===== src/rtl/gate_sweep_pkg.sv =====
// gate_sweep_pkg
// Shared definitions for the 2-input gate sweep sequencer:
//   - state encodings and the FSM state type
//   - number of input combinations swept (NUM_COMBOS)
//   - largest supported settle time (SETTLE_MAX)
package gate_sweep_pkg;

  localparam logic [1:0] STATE_IDLE   = 2'd0;
  localparam logic [1:0] STATE_SETTLE = 2'd1;
  localparam logic [1:0] STATE_SAMPLE = 2'd2;
  localparam logic [1:0] STATE_DONE   = 2'd3;

  localparam int NUM_COMBOS = 4;
  localparam int SETTLE_MAX = 15;

  typedef enum logic [1:0] {
    ST_IDLE   = STATE_IDLE,
    ST_SETTLE = STATE_SETTLE,
    ST_SAMPLE = STATE_SAMPLE,
    ST_DONE   = STATE_DONE
  } sweep_state_e;

endpackage


===== src/rtl/sweep_settle_timer.sv =====
// sweep_settle_timer
// 4-bit down-counter that times how long each input combination is held.
// Ports:
//   clk        clock
//   rst_n      asynchronous active-low reset (count -> 0)
//   load_i     load load_val_i into the counter (has priority over en_i)
//   load_val_i value to load
//   en_i       decrement by one this cycle
//   zero_o     count is currently zero
module sweep_settle_timer
  import gate_sweep_pkg::*;
(
  input  logic       clk,
  input  logic       rst_n,
  input  logic       load_i,
  input  logic [3:0] load_val_i,
  input  logic       en_i,
  output logic       zero_o
);

  logic [3:0] cnt_q;
  logic [3:0] cnt_d;

  always_comb begin
    cnt_d = cnt_q;
    if (load_i) begin
      cnt_d = load_val_i;
    end else if (en_i && (cnt_q != 4'd0)) begin
      cnt_d = cnt_q - 4'd1;
    end
  end

  always_ff @(posedge clk or negedge rst_n) begin
    if (!rst_n) begin
      cnt_q <= 4'd0;
    end else begin
      cnt_q <= cnt_d;
    end
  end

  assign zero_o = (cnt_q == 4'd0);

endmodule


===== src/rtl/gate_sweep_ctrl.sv =====
// gate_sweep_ctrl
// Steps a 2-input gate through combinations 00,01,10,11 ({a,b}), holds each
// for SETTLE cycles, samples the gate output for one cycle and builds a
// 4-bit truth table, which is compared against an expected table latched
// when the sweep is accepted.
// Parameters:
//   SETTLE     hold cycles per combination, 1..15 (out-of-range is clamped)
// Ports:
//   clk        clock
//   rst_n      asynchronous active-low reset
//   start      request a sweep (only looked at in IDLE)
//   abort      cancel a running sweep on the next edge
//   expected   expected truth table, bit i = output for combination i
//   gate_a/b   gate input drives (idx[1], idx[0] while busy)
//   gate_s     gate output under test
//   busy       sweep in progress
//   done       one-cycle completion pulse
//   pass       table_out matches latched expected (held until next start)
//   table_out  captured truth table
//   fail_mask  table_out XOR latched expected
module gate_sweep_ctrl
  import gate_sweep_pkg::*;
#(
  parameter int SETTLE = 1
) (
  input  logic       clk,
  input  logic       rst_n,
  input  logic       start,
  input  logic       abort,
  input  logic [3:0] expected,
  output logic       gate_a,
  output logic       gate_b,
  input  logic       gate_s,
  output logic       busy,
  output logic       done,
  output logic       pass,
  output logic [3:0] table_out,
  output logic [3:0] fail_mask
);

  // Clamp to the range the 4-bit timer can represent.
  localparam int SETTLE_EFF = (SETTLE < 1) ? 1 :
                              ((SETTLE > SETTLE_MAX) ? SETTLE_MAX : SETTLE);
  // The timer counts down to zero inclusive, so SETTLE-1 gives SETTLE cycles.
  localparam logic [3:0] RELOAD = 4'(SETTLE_EFF - 1);
  localparam logic [1:0] LAST_IDX = 2'(NUM_COMBOS - 1);

  sweep_state_e state_q, state_d;
  logic [1:0]   idx_q, idx_d;
  logic [3:0]   exp_q, exp_d;
  logic [3:0]   table_q, table_d;
  logic [3:0]   fail_q, fail_d;
  logic         pass_q, pass_d;

  logic tmr_load;
  logic tmr_en;
  logic tmr_zero;

  sweep_settle_timer u_timer (
    .clk        (clk),
    .rst_n      (rst_n),
    .load_i     (tmr_load),
    .load_val_i (RELOAD),
    .en_i       (tmr_en),
    .zero_o     (tmr_zero)
  );

  always_comb begin
    state_d  = state_q;
    idx_d    = idx_q;
    exp_d    = exp_q;
    table_d  = table_q;
    fail_d   = fail_q;
    pass_d   = pass_q;
    tmr_load = 1'b0;
    tmr_en   = 1'b0;

    case (state_q)
      ST_IDLE: begin
        // abort beats start so a cancel request can never launch a sweep.
        if (start && !abort) begin
          exp_d    = expected;
          table_d  = 4'd0;
          fail_d   = 4'd0;
          pass_d   = 1'b0;
          idx_d    = 2'd0;
          tmr_load = 1'b1;
          state_d  = ST_SETTLE;
        end
      end

      ST_SETTLE: begin
        if (abort) begin
          pass_d  = 1'b0;
          state_d = ST_IDLE;
        end else if (tmr_zero) begin
          state_d = ST_SAMPLE;
        end else begin
          tmr_en = 1'b1;
        end
      end

      ST_SAMPLE: begin
        if (abort) begin
          // Partial table is kept; the current combination is not captured.
          pass_d  = 1'b0;
          state_d = ST_IDLE;
        end else begin
          table_d[idx_q] = gate_s;
          if (idx_q == LAST_IDX) begin
            // Verdict is registered on the way into DONE so it is valid
            // in the same cycle as the done pulse.
            fail_d  = table_d ^ exp_q;
            pass_d  = (table_d == exp_q);
            state_d = ST_DONE;
          end else begin
            idx_d    = idx_q + 2'd1;
            tmr_load = 1'b1;
            state_d  = ST_SETTLE;
          end
        end
      end

      ST_DONE: begin
        state_d = ST_IDLE;
      end

      default: begin
        state_d = ST_IDLE;
      end
    endcase
  end

  always_ff @(posedge clk or negedge rst_n) begin
    if (!rst_n) begin
      state_q <= ST_IDLE;
      idx_q   <= 2'd0;
      exp_q   <= 4'd0;
      table_q <= 4'd0;
      fail_q  <= 4'd0;
      pass_q  <= 1'b0;
    end else begin
      state_q <= state_d;
      idx_q   <= idx_d;
      exp_q   <= exp_d;
      table_q <= table_d;
      fail_q  <= fail_d;
      pass_q  <= pass_d;
    end
  end

  assign busy      = (state_q == ST_SETTLE) || (state_q == ST_SAMPLE);
  assign done      = (state_q == ST_DONE);
  assign gate_a    = busy & idx_q[1];
  assign gate_b    = busy & idx_q[0];
  assign pass      = pass_q;
  assign table_out = table_q;
  assign fail_mask = fail_q;

endmodule


===== config.mk =====
export PLATFORM = sky130hd
export DESIGN_NAME = gate_sweep_ctrl
export DESIGN_NICKNAME = d
export VERILOG_FILES = /design/src/rtl/gate_sweep_pkg.sv /design/src/rtl/sweep_settle_timer.sv /design/src/rtl/gate_sweep_ctrl.sv
export SDC_FILE = /design/constraint.sdc
export NUM_CORES = 1
export LEC_CHECK = 0
export ABC_AREA = 1
export CAP_MARGIN = 20
export CORE_MARGIN = 8
export CORE_UTILIZATION = 45
export CTS_CLUSTER_DIAMETER = 40
export DETAILED_ROUTE_END_ITERATION = 10
export DONT_BUFFER_PORTS = 1
export PLACE_DENSITY = 0.6
export SLEW_MARGIN = 25
export SYNTH_ARGS = -nofsm -noshare
export SYNTH_HDL_FRONTEND = slang
export SYNTH_SLANG_ARGS = --single-unit

===== constraint.sdc =====
create_clock -name clk -period 2.4 [get_ports clk]
set_input_delay 0.24 -clock clk [delete_from_list [all_inputs] [get_ports clk]]
set_output_delay 0.24 -clock clk [all_outputs]
set_load 0.03 [all_outputs]

==> flow_metrics.env, run 1 <==
export IMPL_grt_pass1_vias=1035
export IMPL_clk_path_buf_depth=2
export IMPL_cp_max_fo=4
export IMPL_antenna_cells=0
export IMPL_fillCellCount=274
export IMPL_placed_cell_area_um2=1310
export IMPL_cts_buffers=3
export IMPL_grt_first_pass_wirelength_um=4570
export IMPL_clk_latency_ps=310
export IMPL_num_vias=1015
export IMPL_final_antenna_net_count=0
export IMPL_grtUsageTotal=0.111
export IMPL_dp_hpwl_um=2080
export IMPL_postCtsHoldBufs=1
export IMPL_maxCapViolCount=0
export IMPL_status="finished clean"
export IMPL_ys_warn_count=0
export IMPL_fin_cells=203
export IMPL_rsz0062_at_grt="no"
export IMPL_p_per_area_nw_per_um2=987
export IMPL_grt_busiest_layer="met2"
export IMPL_hold_violations=0
export IMPL_grt_max_degree=22
export IMPL_place_inst=197
export IMPL_setup_slack_ps=544
export IMPL_dr_pass1_iters=4
export IMPL_timing_setup_tns_ps=0
export IMPL_fin_util=0.491
export IMPL_required_ps=2160
export IMPL_hp_class="in2reg"
export IMPL_initialDrtViolationCount=46
export IMPL_routed_via_density=5.00
export IMPL_drv_slew=0
export IMPL_ys_seq_elements=21
export IMPL_globalRouteMet3Util=0.0358
export IMPL_yosysUniqueCellTypes=22
export IMPL_die_x_um=69.7
export IMPL_yosysSeqAreaShare=0.405
export IMPL_syn_avg_cell_area_um2=7.72
export IMPL_grt_antenna_before_repair=0
export IMPL_grtUsageMet1=0.135
export IMPL_drive_gt1_frac=0.105
export IMPL_syn_to_final_growth_pct=4.54
export IMPL_crit_arrival_ps=1620
export IMPL_htree_num_levels=1
export IMPL_period_minus_slack_ps=1860
export IMPL_cts_tree="yes"
export IMPL_cts_sinks=21
export IMPL_synthCells=168
export IMPL_portBuffers=0
export IMPL_fp_dieArea_um2=4850
export IMPL_root_buffer="clkbuf_4"
export IMPL_r2r_setup_slack_ps=710
export IMPL_synth_fp_nets=187
export IMPL_initial_core_util=0.470
export IMPL_max_clock_freq_mhz=539
export IMPL_core_area_um2=2760
export IMPL_die_h_um=69.7
export IMPL_tightest_slew_ps=473
export IMPL_met2_usage=0.180
export IMPL_gp_congestion=0.794
export IMPL_slew_headroom=0.685
export IMPL_post_cts_setup_buffers=0
export IMPL_drt_wl_total_um=2620
export IMPL_setup_viol=0
export IMPL_period_share=0.773
export IMPL_irDropWorstVdd_mv=0.593
export IMPL_p_leak_nw=0.715
export IMPL_layout_common_cells="51 x nand2_1, 22 x inv_1, 21 x dfrtp_1, 15 x nand3_1, 14 x nor2_1"
export IMPL_worst_setup_path_end_kind="output pin"
export IMPL_finClkSkew_ps=8.13
export IMPL_cts_resized=0
export IMPL_drc=0
export IMPL_final_common_cell="nand2_1"
export IMPL_setup_worst_path_class="reg2out"
export IMPL_fin_hold_ws_ps=65.1
export IMPL_fin_nets=192
export IMPL_finalPower_mw=1.34
export IMPL_worstSetupStartpointType="flip-flop"
export IMPL_syn_area_um2=1300
export IMPL_rows=19
export IMPL_wl_per_cell_um=12.9
export IMPL_clkTransAtPathRegs_ps=130
export IMPL_io_pins=22
export IMPL_overflow=0
export IMPL_pre_cts_ws_ps=731
export IMPL_fin_area_um2=1360
cell usage after synthesis:
cell type   n  share of area
nand2_1    51           0.15
inv_1      22          0.064
dfrtp_1    21           0.41
nand3_1    15          0.058
nor2_1     14          0.041
ha_1       10          0.097
a21oi_1     6          0.023
o21ai_0     5          0.019
o21ai_1     5          0.019
nand2_2     4          0.019
buf_6       2          0.017
mux2_2      2          0.017
nand3b_1    2          0.012
clkinv_4    1         0.0068
inv_2       1         0.0029
nand2_4     1         0.0087
nand3_2     1         0.0077
nor2_2      1         0.0048
nor3_2      1         0.0077
o31ai_1     1         0.0058
o31ai_2     1         0.0097
xor2_1      1         0.0068
routing by layer:
| layer | vias to the layer above | wire [um] |
|---|---|---|
| li1 | 537 | - |
| met1 | 453 | 1280 |
| met2 | 20 | 1160 |
| met3 | 5 | 153 |
| met4 | 0 | 34 |
| met5 | - | 0 |
cell families (layout without fill, tap and decap cells):
kind of cell    count (synthesis)  after routing  share of synthesized area
fa+ha+maj                      10             10                     0.0965
xor+xnor                        1              1                    0.00676
flops                          21             21                      0.405
buf+inv                        26             30                     0.0907
mux                             2              2                     0.0174
compound gates                 18             18                     0.0772
simple gates                   90             90                      0.306
flip-flops by register name, summed over array words and instances, names as in the netlist:
signal         count
exp_q              4
fail_mask          4
table_out          4
u_timer.cnt_q      4
idx_q              2
state_q            2
pass               1
final timing paths:
| kind | cells after the start | end | start |
|---|---|---|---|
| max in group asynchronous | 2 | state_q[0]$_DFFE_PN0P_ | rst_n |
| worst max-delay path | 4 | gate_b | state_q[0]$_DFFE_PN0P_ |
| worst min register to register | 1 | exp_q[2]$_DFFE_PN0P_ | exp_q[2]$_DFFE_PN0P_ |
| min in group asynchronous | 2 | fail_mask[1]$_DFFE_PN0P_ | rst_n |
| worst max register to register | 9 | idx_q[0]$_DFFE_PN0P_ | state_q[0]$_DFFE_PN0P_ |
| worst min-delay path | 1 | exp_q[1]$_DFFE_PN0P_ | expected[1] |
cell type report:
cell class / count / area (um^2) / share of cell area
clock buffers: 3 / 22.5 / 0.0166
inverters: 24 / 95.1 / 0.0702
clock inverters: 1 / 5.00 / 0.00369
well taps: 31 / 38.8 / 0.0286
repair buffers: 2 / 15.0 / 0.0111
flip-flops and latches: 21 / 526 / 0.388
multi-input cells: 121 / 653 / 0.482
worst max-delay path, stage by stage, from the launching register on:
cell and delay [ps]:
dfrtp_1 400, inv_1 100, ha_1 490, nand2_1 90, inv_1 220
where the power goes:
group	internal [mW]	leakage [nW]	switching, mW
clock	0.0623	0.0177	0.115
combinational	0.208	0.418	0.460
sequential	0.420	0.280	0.0720
total	0.691	0.715	0.647
No activity file was read; power rests on OpenSTA's default activity.
==> run 2, diff against run 1 <==
ABC_AREA = 0   (was 1)
clock period = 1.8 ns   (was 2.4 ns; I/O delays follow)
==> run 2 against run 1 <==
Net effect:
- clock power rose by 30%
- worst setup slack got worse by 510 ps
- hold slack improved by 7.8 ps
- non-clock buffer count rose by 20
- first-iteration DRC count rose by 4.3%
- power rose by 49%
- global-route usage rose by 0.62 points
- clock skew fell by 7.2 ps
- sequential share of layout area fell by 5.3 points
- final area rose by 16%
- wire length rose by 9.3%
- count of clock-buffer cells in the layout rose by 1
- critical endpoint is now pass$_DFFE_PN0P_
==> flow_metrics.env, run 2 <==
export IMPL_rows=19
export IMPL_place_inst=166
export IMPL_initialDrtViolationCount=48
export IMPL_cts_buffers=3
export IMPL_die_x_um=69.2
export IMPL_clk_latency_ps=300
export IMPL_setup_worst_path_class="reg2reg"
export IMPL_antenna_cells=0
export IMPL_clk_path_buf_depth=2
export IMPL_finClkSkew_ps=0.901
export IMPL_r2r_start="idx_q[0]$_DFFE_PN0P_"
export IMPL_cp_max_fo=4
export IMPL_r2r_end="pass$_DFFE_PN0P_"
export IMPL_drv_slew=0
export IMPL_crit_start="idx_q[0]$_DFFE_PN0P_"
export IMPL_crit_arrival_ps=1990
export IMPL_layout_common_cells="19 x dfrtp_1, 16 x buf_4, 13 x nand2_1, 11 x inv_1"
export IMPL_synth_most_common_cell="dfrtp_1"
export IMPL_drive_gt1_frac=0.276
export IMPL_maxCapViolCount=0
export IMPL_synth_area_leader_cell="dfrtp_1"
export IMPL_portBuffers=0
export IMPL_synth_top_family_by_area="compound AO/OA/AOI/OAI gates"
export IMPL_synth_top_area_frac=0.413
export IMPL_period_share=0.981
export IMPL_required_ps=2030
export IMPL_status="finished clean"
export IMPL_synth_compound_area_frac=0.170
export IMPL_synth_adder_area_share=0.0983
export IMPL_finalPower_mw=1.99
export IMPL_overflow=0
export IMPL_rsz0062_at_grt="yes"
export IMPL_grt_first_pass_wirelength_um=4650
export IMPL_clkTransAtPathRegs_ps=120
export IMPL_pre_cts_ws_ps=-37.5
export IMPL_fp_dieArea_um2=4790
export IMPL_final_common_cell="dfrtp_1"
export IMPL_io_pins=22
export IMPL_synth_top_flop_cell="dfrtp_1"
export IMPL_core_area_um2=2710
export IMPL_syn_to_final_growth_pct=24.0
export IMPL_synthTopCellsByArea="dfrtp_1 41%, ha_1 9.8%, mux2_2 5.3%"
export IMPL_setup_viol=0
export IMPL_hold_path_startpoint="abort"
export IMPL_ys_warn_count=0
export IMPL_path_cells="buf_4 -> ha_4 -> mux2i_2 -> xnor2_2 -> or3_4 -> o31ai_4"
export IMPL_dp_hpwl_um=2070
export IMPL_cp_num_cells=6
export IMPL_synth_fp_nets=149
export IMPL_synth_simple_area_share=0.115
export IMPL_period_minus_slack_ps=1770
export IMPL_yosysSeqAreaShare=0.413
export IMPL_synthCells=130
export IMPL_final_antenna_net_count=0
export IMPL_irDropWorstVdd_mv=0.806
export IMPL_cts_tree="yes"
export IMPL_ys_seq_elements=21
export IMPL_syn_avg_cell_area_um2=9.79
export IMPL_slew_headroom=0.671
export IMPL_wl_per_cell_um=15.7
export IMPL_worstSetupStartpointType="flip-flop"
export IMPL_drc=0
export IMPL_muxShareOfSynthArea=0.0924
export IMPL_max_clock_freq_mhz=566
export IMPL_grt_pass1_vias=950
export IMPL_p_leak_nw=0.694
export IMPL_grt_antenna_before_repair=0
export IMPL_slowest_stage="dfrtp_2"
export IMPL_hp_class="in2reg"
export IMPL_fin_nets=172
export IMPL_p_per_area_nw_per_um2=1260
export IMPL_max_stage_delay_ps=450
export IMPL_htree_num_levels=1
export IMPL_grtUsageTotal=0.117
export IMPL_synth_edf_count=0
export IMPL_rr_worst_depth=6
export IMPL_async_reset_ff_frac=1.00
export IMPL_yosysUniqueCellTypes=28
export IMPL_synth_xor_area_frac=0.0551
export IMPL_fin_cells=183
export IMPL_cts_sinks=21
export IMPL_crit_family="flip-flops"
export IMPL_worst_setup_path_end_kind="flip-flop"
export IMPL_initial_core_util=0.470
export IMPL_tightest_slew_ps=494
export IMPL_grt_max_degree=22
export IMPL_fillCellCount=238
export IMPL_die_h_um=69.2
export IMPL_crit_buf_inv=1
export IMPL_dr_pass1_iters=4
export IMPL_crit_path_end="pass$_DFFE_PN0P_"
export IMPL_syn_area_um2=1270
export IMPL_r2r_setup_slack_ps=30
export IMPL_routed_via_density=5.51
export IMPL_drt_wl_total_um=2870
export IMPL_hold_violations=0
export IMPL_num_vias=1009
export IMPL_gp_congestion=0.778
export IMPL_synth_common_cells="21 x dfrtp_1, 13 x inv_1, 13 x nand2_1"
export IMPL_root_buffer="clkbuf_4"
export IMPL_setup_slack_ps=34.4
-- run 2: layout make-up --
cell class	count	area, um^2	share of cell area
multi-input combinational	92	758	0.481
clock buffer	4	26.3	0.0167
tap	31	38.8	0.0246
inverter	13	51.3	0.0325
sequential	21	528	0.335
timing repair buffer	22	175	0.111
-- run 2: timing repair --
item / CTS / global route
hold buffers: 1 / 5
gates cloned: 0 / 0
gates resized for setup: 5 / 16
endpoints found under the hold margin: 21 / 25
setup endpoints to repair: 1 / 11
pin swaps: 2 / 2
setup buffers: 5 / 2
-- run 2: worst min-delay path by stage --
stage	endpoint	cells past startpoint	slack [ps]
after global routing	fail_mask[1]$_DFFE_PN0P_	3	70
after global placement	table_out[3]$_DFFE_PN0P_	0	-110
final	fail_mask[0]$_DFFE_PN0P_	3	70
after detailed placement	table_out[3]$_DFFE_PN0P_	0	-110
after floorplan	exp_q[0]$_DFFE_PN0P_	0	-120
after CTS	exp_q[2]$_DFFE_PN0P_	1	4
-- run 2: power breakdown --
part	switching, mW	internal [mW]	total, mW
combinational	0.534	0.526	1.06
sequential	0.105	0.593	0.698
clock	0.145	0.0865	0.231
total	0.783	1.21	1.99
-- run 2: kinds of logic after synthesis --
kind of cell,count (synthesis)
AOI/OAI and AO/OA,32
and+or+nand+nor,31
DFF,21
buffers and inverters,17
muxes,11
adders and majority gates,10
xor gates and xnor gates,8
-- run 2: routing by layer --
layer	GRT usage	wire length, um	vias to the layer above
met2	0.179	1380	25
met5	0	0	-
li1	-	-	496
met1	0.139	1270	481
met4	0.0661	66	0
met3	0.0401	158	7
-- run 2: worst min-delay path, stage by stage --
cell	delay (ps)
a21oi_1	40
nand2_1	60
o21ai_0	60
-- run 2: through the flow --
| stage | setup TNS, ps | cell area, um^2 | util | hold WS (ps) |
|---|---|---|---|---|
| 2_1_floorplan | 0 | 1270 | - | -116 |
| 3_3_place_gp | -29.7 | 1360 | 0.500 | -115 |
| 3_5_place_dp | -37.5 | 1360 | 0.500 | -115 |
| 4_1_cts | 0 | 1440 | 0.533 | 3.52 |
| 5_1_grt | -13.3 | 1580 | 0.582 | 74.4 |
| 6_report | 0 | 1580 | 0.582 | 72.9 |
==> run 3, diff against run 2 <==
CORE_MARGIN = 10   (was 8)
CORE_UTILIZATION = 55   (was 45)
PLACE_DENSITY = 0.7   (was 0.6)
clock period = 2.2 ns   (was 1.8 ns; I/O delays follow)
==> run 3 against run 2 <==
Net effect:
- cell count is 12% lower
- global-route usage is 0.29 points higher
- first-iteration DRC count is 10% lower
- critical path depth is 1 lower
==> flow_metrics.env, run 3 (synthesis results as in run 2) <==
export IMPL_portBuffers=0
export IMPL_period_share=0.882
export IMPL_worst_setup_path_end_kind="flip-flop"
export IMPL_overflow=0
export IMPL_cts_tree="yes"
export IMPL_grt_first_pass_wirelength_um=4300
export IMPL_combPwrFrac=0.442
export IMPL_post_cts_setup_buffers=0
export IMPL_maxCapViolCount=0
export IMPL_grt_max_degree=22
export IMPL_tightest_slew_ps=517
export IMPL_grt_pass1_vias=929
export IMPL_slew_headroom=0.655
export IMPL_cts_sinks=21
export IMPL_die_h_um=68.1
export IMPL_multi_input_area_um2=676
export IMPL_irDropWorstVdd_mv=0.620
export IMPL_clkTransAtPathRegs_ps=130
export IMPL_syn_to_final_growth_pct=4.92
export IMPL_drive_gt1_frac=0.105
export IMPL_internal_power_mw=0.828
export IMPL_cp_max_fo=12
export IMPL_cts_buffers=3
export IMPL_io_pins=22
export IMPL_final_common_cell="dfrtp_1"
export IMPL_num_vias=917
export IMPL_p_clk_frac=0.139
export IMPL_dp_hpwl_um=1940
export IMPL_rsz0062_at_grt="no"
export IMPL_pre_cts_ws_ps=282
export IMPL_p_switching_mw=0.574
export IMPL_grt_antenna_before_repair=0
export IMPL_cts_resized=0
export IMPL_drt_wl_total_um=2580
export IMPL_setup_slack_ps=260
export IMPL_gp_congestion=0.852
export IMPL_setup_viol=0
export IMPL_drc=0
export IMPL_crit_arrival_ps=2180
export IMPL_setup_worst_path_class="reg2reg"
export IMPL_hp_class="in2reg"
export IMPL_register_area_um2=526
export IMPL_root_buffer="clkbuf_4"
export IMPL_hold_violations=0
export IMPL_postCtsHoldBufs=1
export IMPL_pwr_share_seq=0.419
export IMPL_initial_core_util=0.575
export IMPL_layout_common_cells="21 x dfrtp_1, 13 x inv_1, 13 x nand2_1, 10 x ha_1, 8 x o21ai_0"
export IMPL_required_ps=2440
export IMPL_core_area_um2=2210
export IMPL_p_leak_nw=0.590
export IMPL_routed_via_density=5.70
export IMPL_die_x_um=68.1
export IMPL_worstSetupStartpointType="flip-flop"
export IMPL_initialDrtViolationCount=43
export IMPL_antenna_cells=0
export IMPL_finClkSkew_ps=8.37
export IMPL_rows=17
export IMPL_status="finished clean"
export IMPL_final_antenna_net_count=0
export IMPL_clk_latency_ps=310
export IMPL_timing_setup_tns_ps=0
export IMPL_fillCellCount=207
export IMPL_wl_per_cell_um=16.0
export IMPL_max_clock_freq_mhz=515
export IMPL_drv_slew=0
export IMPL_dr_pass1_iters=4
export IMPL_p_per_area_nw_per_um2=1050
export IMPL_fin_nets=153
export IMPL_switching_share=0.409
export IMPL_grtUsageTotal=0.120
export IMPL_fp_dieArea_um2=4640
export IMPL_clk_path_buf_depth=2
export IMPL_htree_num_levels=1
export IMPL_period_minus_slack_ps=1940
run 3: cell types whose count changed in the layout (fill, tap and decap cells not counted), sizes merged:
cell         before  now
buf              17    2
clkinv            0    1
clkbuf            4    3
dlygate4sd3       5    1
run 3: layer usage:
layer | vias to the layer above | GRT usage | share of wire
met5 | - | 0 | 0
met4 | 0 | 0.0452 | 0.0062
met3 | 2 | 0.0506 | 0.080
met2 | 18 | 0.188 | 0.45
met1 | 444 | 0.143 | 0.46
li1 | 453 | - | -
run 3: area by class of cell:
type / count / area share
clock buffers: 3 / 0.0169
clock inverters: 1 / 0.00375
inverters: 13 / 0.0366
multi-input cells: 92 / 0.506
flip-flops and latches: 21 / 0.394
well taps: 28 / 0.0262
repair buffers: 3 / 0.0169
run 3: per-stage QoR:
stage,total power [mW],std cells,utilization,hold WS (ps),area (um^2)
global placement,1.18,155,0.584,-74.8,1290
floorplan,1.09,130,-,-75.6,1270
finish,1.40,161,0.604,43.7,1340
global route,1.51,161,0.604,29.3,1340
CTS,1.41,160,0.601,40.4,1330
detailed placement,1.21,155,0.584,-74.6,1290
run 3: final timing paths:
kind	to	slack [ps]	cells past startpoint	from
min reg2reg	exp_q[2]$_DFFE_PN0P_	550	1	exp_q[2]$_DFFE_PN0P_
max in group asynchronous	exp_q[3]$_DFFE_PN0P_	1480	2	rst_n
min	exp_q[2]$_DFFE_PN0P_	40	1	expected[2]
max reg2reg	pass$_DFFE_PN0P_	260	5	idx_q[0]$_DFFE_PN0P_
max	pass$_DFFE_PN0P_	260	5	idx_q[0]$_DFFE_PN0P_
min in group asynchronous	u_timer.cnt_q[3]$_DFFE_PN0P_	380	2	rst_n
run 3: power groups by stage:
stage / logic, mW / clock network [mW] / registers, mW
after floorplan: 0.523 / 0 / 0.572
after global placement: 0.594 / 0 / 0.590
after detailed placement: 0.608 / 0 / 0.599
after CTS: 0.624 / 0.195 / 0.590
after global routing: 0.701 / 0.214 / 0.600
final: 0.620 / 0.195 / 0.588
run 3: critical path, cell delays in order, from the launching register on:
cell and delay, ps:
dfrtp_1 470, ha_1 450, nand2b_1 180, a21oi_1 90
or4_1 490, o31ai_2 190
